===== config.mk =====
export PLATFORM = sky130hd
export DESIGN_NAME = mem_bus_arbiter
export DESIGN_NICKNAME = d
export VERILOG_FILES = /design/src/rtl/mem_bus_arbiter.sv
export SDC_FILE = /design/constraint.sdc
export NUM_CORES = 1
export LEC_CHECK = 0
export BUFFER_PORTS_ARGS = -buffer_cell sky130_fd_sc_hd__buf_2
export CAP_MARGIN = 25
export CORE_MARGIN = 1.5
export CORE_UTILIZATION = 44
export DETAILED_ROUTE_END_ITERATION = 7
export PLACE_DENSITY_LB_ADDON = 0.12
export SLEW_MARGIN = 20
export SYNTH_ARGS = -nofsm -noshare
export SYNTH_HDL_FRONTEND = slang
export SYNTH_SLANG_ARGS = --single-unit

===== constraint.sdc =====
create_clock -name clk -period 1.6 [get_ports clk]
set_clock_uncertainty 0.1 [all_clocks]
set_input_delay 0 -clock clk [delete_from_list [all_inputs] [get_ports clk]]
set_output_delay 0 -clock clk [all_outputs]
set_load 0.05 [all_outputs]

===== src/rtl/mem_bus_arbiter.sv =====
// Two-master arbiter sharing one memory port between instruction fetch (m0, read-only)
// and load/store (m1). One transaction in flight; round-robin on contention.
module mem_bus_arbiter #(
    parameter int unsigned READ_LAT = 1,
    parameter int unsigned AW       = 32,
    parameter int unsigned DW       = 32
) (
    input  logic          clk,
    input  logic          reset,
    input  logic          m0_req,
    input  logic [AW-1:0] m0_addr,
    output logic          m0_gnt,
    output logic          m0_rvalid,
    output logic [DW-1:0] m0_rdata,
    input  logic          m1_req,
    input  logic          m1_we,
    input  logic [AW-1:0] m1_addr,
    input  logic [DW-1:0] m1_wdata,
    output logic          m1_gnt,
    output logic          m1_rvalid,
    output logic [DW-1:0] m1_rdata,
    output logic [AW-1:0] mem_addr,
    output logic [DW-1:0] mem_din,
    output logic          mem_we,
    input  logic [DW-1:0] mem_dout,
    output logic          busy
);

    typedef enum logic {
        IDLE,
        RD_WAIT
    } state_t;

    localparam logic [3:0] LAT_INIT = 4'(READ_LAT - 1);

    state_t        state, state_next;
    logic          last_grant;
    logic          owner;
    logic [3:0]    lat_cnt;
    logic [AW-1:0] addr_q;
    logic [DW-1:0] m0_rdata_q;
    logic [DW-1:0] m1_rdata_q;

    always_comb begin
        state_next = state;
        m0_gnt     = 1'b0;
        m1_gnt     = 1'b0;
        m0_rvalid  = 1'b0;
        m1_rvalid  = 1'b0;
        m0_rdata   = m0_rdata_q;
        m1_rdata   = m1_rdata_q;
        mem_addr   = addr_q;
        mem_din    = '0;
        mem_we     = 1'b0;
        unique case (state)
            IDLE: begin
                // On a tie, the master that did not win last time is served.
                if (m0_req && (!m1_req || last_grant)) begin
                    m0_gnt     = 1'b1;
                    mem_addr   = m0_addr;
                    state_next = RD_WAIT;
                end else if (m1_req) begin
                    m1_gnt   = 1'b1;
                    mem_addr = m1_addr;
                    if (m1_we) begin
                        mem_we  = 1'b1;
                        mem_din = m1_wdata;
                    end else begin
                        state_next = RD_WAIT;
                    end
                end
            end
            RD_WAIT: begin
                if (lat_cnt == '0) begin
                    state_next = IDLE;
                    if (owner) begin
                        m1_rvalid = 1'b1;
                        m1_rdata  = mem_dout;
                    end else begin
                        m0_rvalid = 1'b1;
                        m0_rdata  = mem_dout;
                    end
                end
            end
            default: state_next = IDLE;
        endcase
    end

    always_ff @(posedge clk) begin
        if (reset) begin
            state      <= IDLE;
            last_grant <= 1'b1;
            owner      <= 1'b0;
            lat_cnt    <= '0;
            addr_q     <= '0;
            m0_rdata_q <= '0;
            m1_rdata_q <= '0;
        end else begin
            state <= state_next;
            if (m0_gnt) begin
                last_grant <= 1'b0;
                owner      <= 1'b0;
                addr_q     <= m0_addr;
                lat_cnt    <= LAT_INIT;
            end else if (m1_gnt) begin
                last_grant <= 1'b1;
                owner      <= 1'b1;
                addr_q     <= m1_addr;
                lat_cnt    <= LAT_INIT;
            end else if (state == RD_WAIT && lat_cnt != '0) begin
                lat_cnt <= lat_cnt - 4'd1;
            end
            if (m0_rvalid) m0_rdata_q <= mem_dout;
            if (m1_rvalid) m1_rdata_q <= mem_dout;
        end
    end

    assign busy = (state == RD_WAIT);

endmodule


==> metrics.md, run 1 <==
| Metric | Value |
|---|---|
| Post-synthesis net count | 815 |
| X dimension of the die | 122.5 um |
| Layer carrying the most global-route usage | met2 |
| Hold Path Class | in -> reg |
| Drc violations | 0 |
| Maximum resistive drop on vdd | 0.6218 mV |
| Post-synthesis to final-layout area growth | 98.73% |
| Crit-path max FO | 14 |
| Critical path class | reg -> out |
| Leftover overflow at the end of global routing | 0 |
| Clock Latency Late Sink | 350 ps |
| Cell Rows | 43 |
| Highest-delay cell along the critical path | mux2_2 |
| Fraction of final layout cells sized beyond drive strength 1 | 59.28% |
| Final Critical Period | around 2100 ps |
| Leakage power | 0.005476 uW |
| GR Layer Usage met2 | 57.58% |
| Max Transition Viols Final | 0 |
| Global-route wire length before repair | 35,990 um |
| Number of global-route vias before repair | 7,126 |
| Final worst path period share | 133.6% |
| Routed vias/inst | between 5 and 6 |
| Critical Path Sink Type | primary output |
| Peak clock frequency supported by timing | 0.4678 GHz |
| Post-route core utilization | roughly nine tenths |
| Starting density of the core | a little under half |
| Prevailing post-synth register cell | dfxtp_1 |
| Count of flip-flops with a built-in enable after synthesis | 0 |
| Critical path data arrival time | 2040 ps |
| Largest stage delay on the critical path | 370 ps |
| Top Ports | 267 |
| DR pass1 iterations | 4 |
| Setup WS pre-CTS | -184.1 ps |
| Cell taking the most area after synthesis | dfxtp_1 |
| CTS Buffer Depth | 2 |
| Crit path launch type | flip-flop |
| Post-synthesis async set-or-reset flop share | 0% |
| Most numerous cell in the Yosys netlist | dfxtp_1 |
| Number of buffer and inverter stages on the critical path | 3 |
| Outcome | finished, violations left |
| Headroom to the max-slew limit | 61.28% |
| Post-DP HPWL | 13,290 um |
| Max Cap Viol | 0 |
| Number of buffers created by CTS | 9 |
| Count of mapped cells out of synthesis | between 600 and 700 |
| WP data required | 1500 ps |
| Pin count of the biggest net entering global routing | 67 |
| Synthesized flop and latch total | 103 |
| Top cell type's share of synthesized area | 32.82% |
| Vertical die dimension | ~120 um |
| Number of failing setup endpoints in the final timing report | 230 |
| Root buffer selected by CTS | clkbuf_16 |
| Failing checks | negative setup slack |
| Number of DRC violations after detailed-routing iteration 0 | 478 |
| Count of final hold-check violations | 0 |
| Overall via count from detail_route | 7,088 |
| GR Util All Layers | between 30% and 40% |
| Placeable core region | 13,930 um2 |
| Count of antenna-violating nets left after detailed routing | 0 |
| Clock tree from TritonCTS | built |
| Antenna violations before repair | 1 |
| Library cells used by synthesis | 41 |
| Avg Cell Area, Syn | between 9 and 10 um2 |
| Clock transition time at the flip-flop clock pins of the worst setup and hold paths | 70 ps |
| Die ar. | 15,000 um2 |
| Global Route met3 Usage | under 10% |
| Cell area after synthesis | 6282 um2 |
| Total Neg Setup Slack | -78,890 ps |
| Power consumption | 9667 uW |
| H-tree level count | 3 |
| Clock sinks | 103 |
| Top cells by count, synth | 103 x dfxtp_1, 99 x nand2b_1, 67 x nand2_1 |
| Ratio of total power to cell area | 774.3 nW/um2 |
| CP top delay family | buffers and inverters |
| Tightest Pin Transition | approximately 580 ps |
| # port buffers | 266 |
| RSZ-0062 raised after global routing | yes |
| Final GP Congestion | 0.8497 |
| Number of nets in the layout | 1,207 |
| Global routing usage on met1 | 33.98% |
| Dominant cells by area after synthesis | dfxtp_1 33%, mux2i_1 10%, nand2b_1 9.9% |
| CP cell instances | inv_2, ha_4, and4bb_2, nand2b_4, clkinv_8, mux2_2, buf_2 |
| Average wire per cell in the routed design | roughly 22 um |
| Final WS setup | -537.7 ps |
| Yosys synthesis warning count | 0 |
| Post-synthesis sequential area ratio | 32.82% |
| DRT Wirelength | 28,000 um |
flip-flops by register name, summed over array words and instances (netlist names):
register / flops
m0_rdata_q: 32
last_grant: 1
lat_cnt: 4
m1_rdata_q: 32
owner: 1
busy: 1
addr_q: 32
path summary, 6_finish.rpt:
check	startpoint	to	slack, ps	depth (start not counted)
max	lat_cnt[0]	m0_rdata[18]	-540	7
min	m0_addr[0]	addr_q[0]	40	3
max reg2reg	lat_cnt[0]	m0_rdata_q[18]	-360	9
min reg2reg	m0_rdata_q[13]	m0_rdata_q[13]	370	2
power breakdown:
group / switching, uW / internal (uW)
Clock: 1090 / 1130
Combinational: 2570 / 2020
Sequential: 129 / 2730
Total: 3790 / 5870
repair_timing:
action,in CTS,in global routing
pin swaps,26,76
gates resized for setup,384,164
endpoints found under the hold margin,98,0
setup endpoints to repair,186,234
setup buffers,25,21
hold buffers,66,0
gates cloned,14,10
worst min-delay path: stages:
cell	delay (ps)
buf_2	90
nor3_2	60
a2111oi_4	290
per-stage QoR:
stage                     std cells  hold slack [ps]  cell area, um2
after global routing           1259            50.35           12480
after floorplan                 681            38.35            7030
after global placement         1123            162.2            8793
after detailed placement       1123            164.8            8793
final                          1259            41.39           12480
after CTS                      1242            13.06           11650
metal layers:
| layer | wire [um] | vias to the layer above |
|---|---|---|
| li1 | - | 3120 |
| met5 | 0 | - |
| met4 | 1323 | 0 |
| met2 | 14690 | 366 |
| met1 | 10040 | 3488 |
| met3 | 1946 | 114 |
layout by cell type, fill, tap and decap left out, types with 5 or more instances in the layout:
master / n
a2111oi_4: 33
a31oi_4: 32
and2_4: 32
buf_12: 27
buf_16: 7
buf_2: 140
buf_4: 39
buf_6: 100
buf_8: 53
clkbuf_16: 16
dfxtp_1: 99
dlygate4sd3_1: 66
inv_1: 32
mux2_2: 7
mux2_4: 57
mux2i_1: 65
nand2_1: 31
nand2_2: 28
nand2_4: 9
nand2b_1: 97
nor2_1: 38
nor3_1: 5
nor3_2: 13
nor3_4: 14
cells by family after synthesis:
group / count (synthesis) / synth area share, %
flip-flops: 103 / 32.82
AO/OA/AOI/OAI: 74 / 11.87
AND/OR/NAND/NOR: 279 / 23.36
adder cells (fa/ha/maj): 1 / 0.1991
buffers and inverters: 95 / 8.305
multiplexers: 129 / 23.44
layout make-up:
class / instances / area [um2]
Antenna cell: 1 / 2.502
Clock buffer: 10 / 239.0
Clock inverter: 6 / 50.05
Fill cell: 565 / 1450
Inverter: 37 / 167.7
Multi-Input combinational cell: 483 / 5244
Sequential cell: 103 / 2072
Tap cell: 180 / 225.2
Timing Repair Buffer: 439 / 4484
Note: power is estimated with default switching activity, not from simulation.
==> run 2, diff against run 1 <==
--- a/config.mk
+++ b/config.mk
@@ -11,6 +11,7 @@
 export CORE_UTILIZATION = 44
 export DETAILED_ROUTE_END_ITERATION = 7
 export PLACE_DENSITY_LB_ADDON = 0.12
+export SKIP_CTS_REPAIR_TIMING = 1
 export SLEW_MARGIN = 20
 export SYNTH_ARGS = -nofsm -noshare
 export SYNTH_HDL_FRONTEND = slang
==> metrics.md, run 2 (same netlist as run 1, synthesis figures left out) <==
| Metric | Value |
|---|---|
| Outcome | finished, violations left |
| Failing checks | negative setup slack |
| Switching Power | ~3600 uW |
| Final GP Congestion | 0.8497 |
| Critical path data arrival time | 2030 ps |
| Clock transition time at the flip-flop clock pins of the worst setup and hold paths | 70 ps |
| Leading registers by flop count | addr_q: 32 flops, m0_rdata_q: 32 flops, m1_rdata_q: 32 flops |
| X dimension of the die | 122.5 um |
| Hold Path Class | in -> reg |
| Routed vias/inst | 5.366 |
| Number of buffers created by CTS | 9 |
| Total non-filler cell area in the finished layout | around 12,000 um2 |
| Number of DRC violations after detailed-routing iteration 0 | 345 |
| Post-synthesis to final-layout area growth | 88.55% |
| Pin count of the biggest net entering global routing | 67 |
| Most used cells in the layout excluding fill and tap cells | 145 x buf_2, 99 x dfxtp_1, 97 x nand2b_1 |
| Highest-delay cell along the critical path | dfxtp_2 |
| Count of antenna-violating nets left after detailed routing | 0 |
| Clock sinks | between 100 and 150 |
| Overall via count from detail_route | 6,665 |
| Critical path class | reg -> out |
| Peak clock frequency supported by timing | 0.4691 GHz |
| Crit path launch type | flip-flop |
| Crit-path max FO | 6 |
| Combinational power share | 45.7% |
| Number of global-route vias before repair | 6,036 |
| Number of nets in the layout | 1,191 |
| Placeable core region | 13,930 um2 |
| Fraction of final layout cells sized beyond drive strength 1 | 55.18% |
| RSZ-0062 raised after global routing | yes |
| Max Transition Viols Final | 0 |
| Clock Latency Late Sink | 360 ps |
| Number of failing setup endpoints in the final timing report | 209 |
| Final Critical Period | 2132 ps |
| Final worst path period share | 133.2% |
| Tightest Pin Transition | 570.3 ps |
| Count of inserted antenna diode cells | 0 |
| Top Ports | 267 |
| Antenna violations before repair | 0 |
| Maximum resistive drop on vdd | ~0.57 mV |
| DRT Wirelength | 24,500 um |
| Area occupied by registers | 2069 um2 |
| Most common cell after layout, fill and taps aside | buf_2 |
| Largest stage delay on the critical path | 340 ps |
| CTS Buffer Depth | 2 |
| Placed instance area | slightly below 9000 um2 |
| Starting density of the core | 45.08% |
| Count of final hold-check violations | 0 |
| Ratio of total power to cell area | 785.2 nW/um2 |
| Fill cells | 708 |
| Global-route wire length before repair | around 28,000 um |
| Die ar. | ~15,000 um2 |
| Switching portion of total power | around 39% |
| Clk pwr share | between 20% and 30% |
| Average wire per cell in the routed design | 19.73 um |
| Clock tree from TritonCTS | built |
| Drc violations | 0 |
| Sequential group share of total power | between 30 and 40% |
| # port buffers | 266 |
| Area of the multi-input gates | 4962 um2 |
| Int Pwr | around 5700 uW |
| WP data required | 1500 ps |
| Critical Path Sink Type | primary output |
| Post-DP HPWL | 13,290 um |
| Cell depth of the worst min-delay path | 4 |
| Headroom to the max-slew limit | between 60% and 70% |
| Root buffer selected by CTS | clkbuf_16 |
| Cell Rows | 43 |
| Leftover overflow at the end of global routing | 0 |
| Post-route core utilization | 85.00% |
| GR Util All Layers | 23.76% |
| Leakage power | 0.005251 uW |
| DR pass1 iterations | 4 |
| CP cell instances | inv_2, ha_4, and4bb_2, nand2_4, clkinv_8, clkbuf_16, mux2_4, buf_6 |
| Final WS setup | -531.5 ps |
| Worst reg2reg path depth | 10 |
| Vertical die dimension | between 100 and 150 um |
| H-tree level count | 3 |
| Max Cap Viol | 0 |
==> run 2: changes by cell type in the layout (fill, tap and decap cells not counted), sizes merged <==
cell / delta
diode: -1
buf: -21
clkbuf: +6
dlygate4sd3: -1
==> run 2: final cells by class <==
cell class / count / area share, %
multi-input combinational: 483 / 41.89
timing repair buffer: 423 / 34.88
sequential: 103 / 17.47
clock buffer: 10 / 2.018
tap: 180 / 1.901
inverter: 37 / 1.415
clock inverter: 6 / 0.4225
==> run 2: per-layer routing <==
layer	up-vias	GRT usage (%)	share of wire [%]
li1	3087	-	-
met1	3267	28.00	38
met2	261	43.61	54
met3	50	5.019	5.6
met4	0	5.959	2.3
met5	-	0	0
==> run 2: path summary, 6_finish.rpt <==
kind	start	end	slack, ps
setup / recovery	lat_cnt[0]	m1_rdata[5]	-530
hold / removal	m0_req	owner	10
setup reg to reg	lat_cnt[0]	m1_rdata_q[22]	-320
hold reg to reg	m0_rdata_q[13]	m0_rdata_q[13]	380
==> run 2: power groups by stage <==
stage          clock, uW  sequential, uW  combinational [uW]
3_3_place_gp           0            2870                3110
3_5_place_dp           0            2880                3150
4_1_cts             2240            2820                3160
5_1_grt             2320            2850                4410
6_report            2220            2840                4250
2_1_floorplan          0            2860                2410
==> run 2: critical path, delay by kind of cell, from the launching register on <==
kind,cells,cell delay [ps]
simple gates,2,400
fa+ha+maj,1,150
buf+inv,4,460
flops,1,340
mux,1,310
==> run 2: metrics by stage <==
stage / setup WS [ps] / TNS [ps] / power (uW) / hold WS [ps] / instances
after CTS: -579.4 / -65210 / 8222 / -216.9 / 1139
after global placement: -147.4 / -9945 / 5981 / 162.2 / 1123
final: -531.5 / -61540 / 9301 / 9.667 / 1242
after floorplan: -161.8 / -5198 / 5271 / 38.35 / 681
after detailed placement: -184.1 / -13290 / 6036 / 164.8 / 1123
after global routing: -584.4 / -73710 / 9590 / 25.34 / 1242
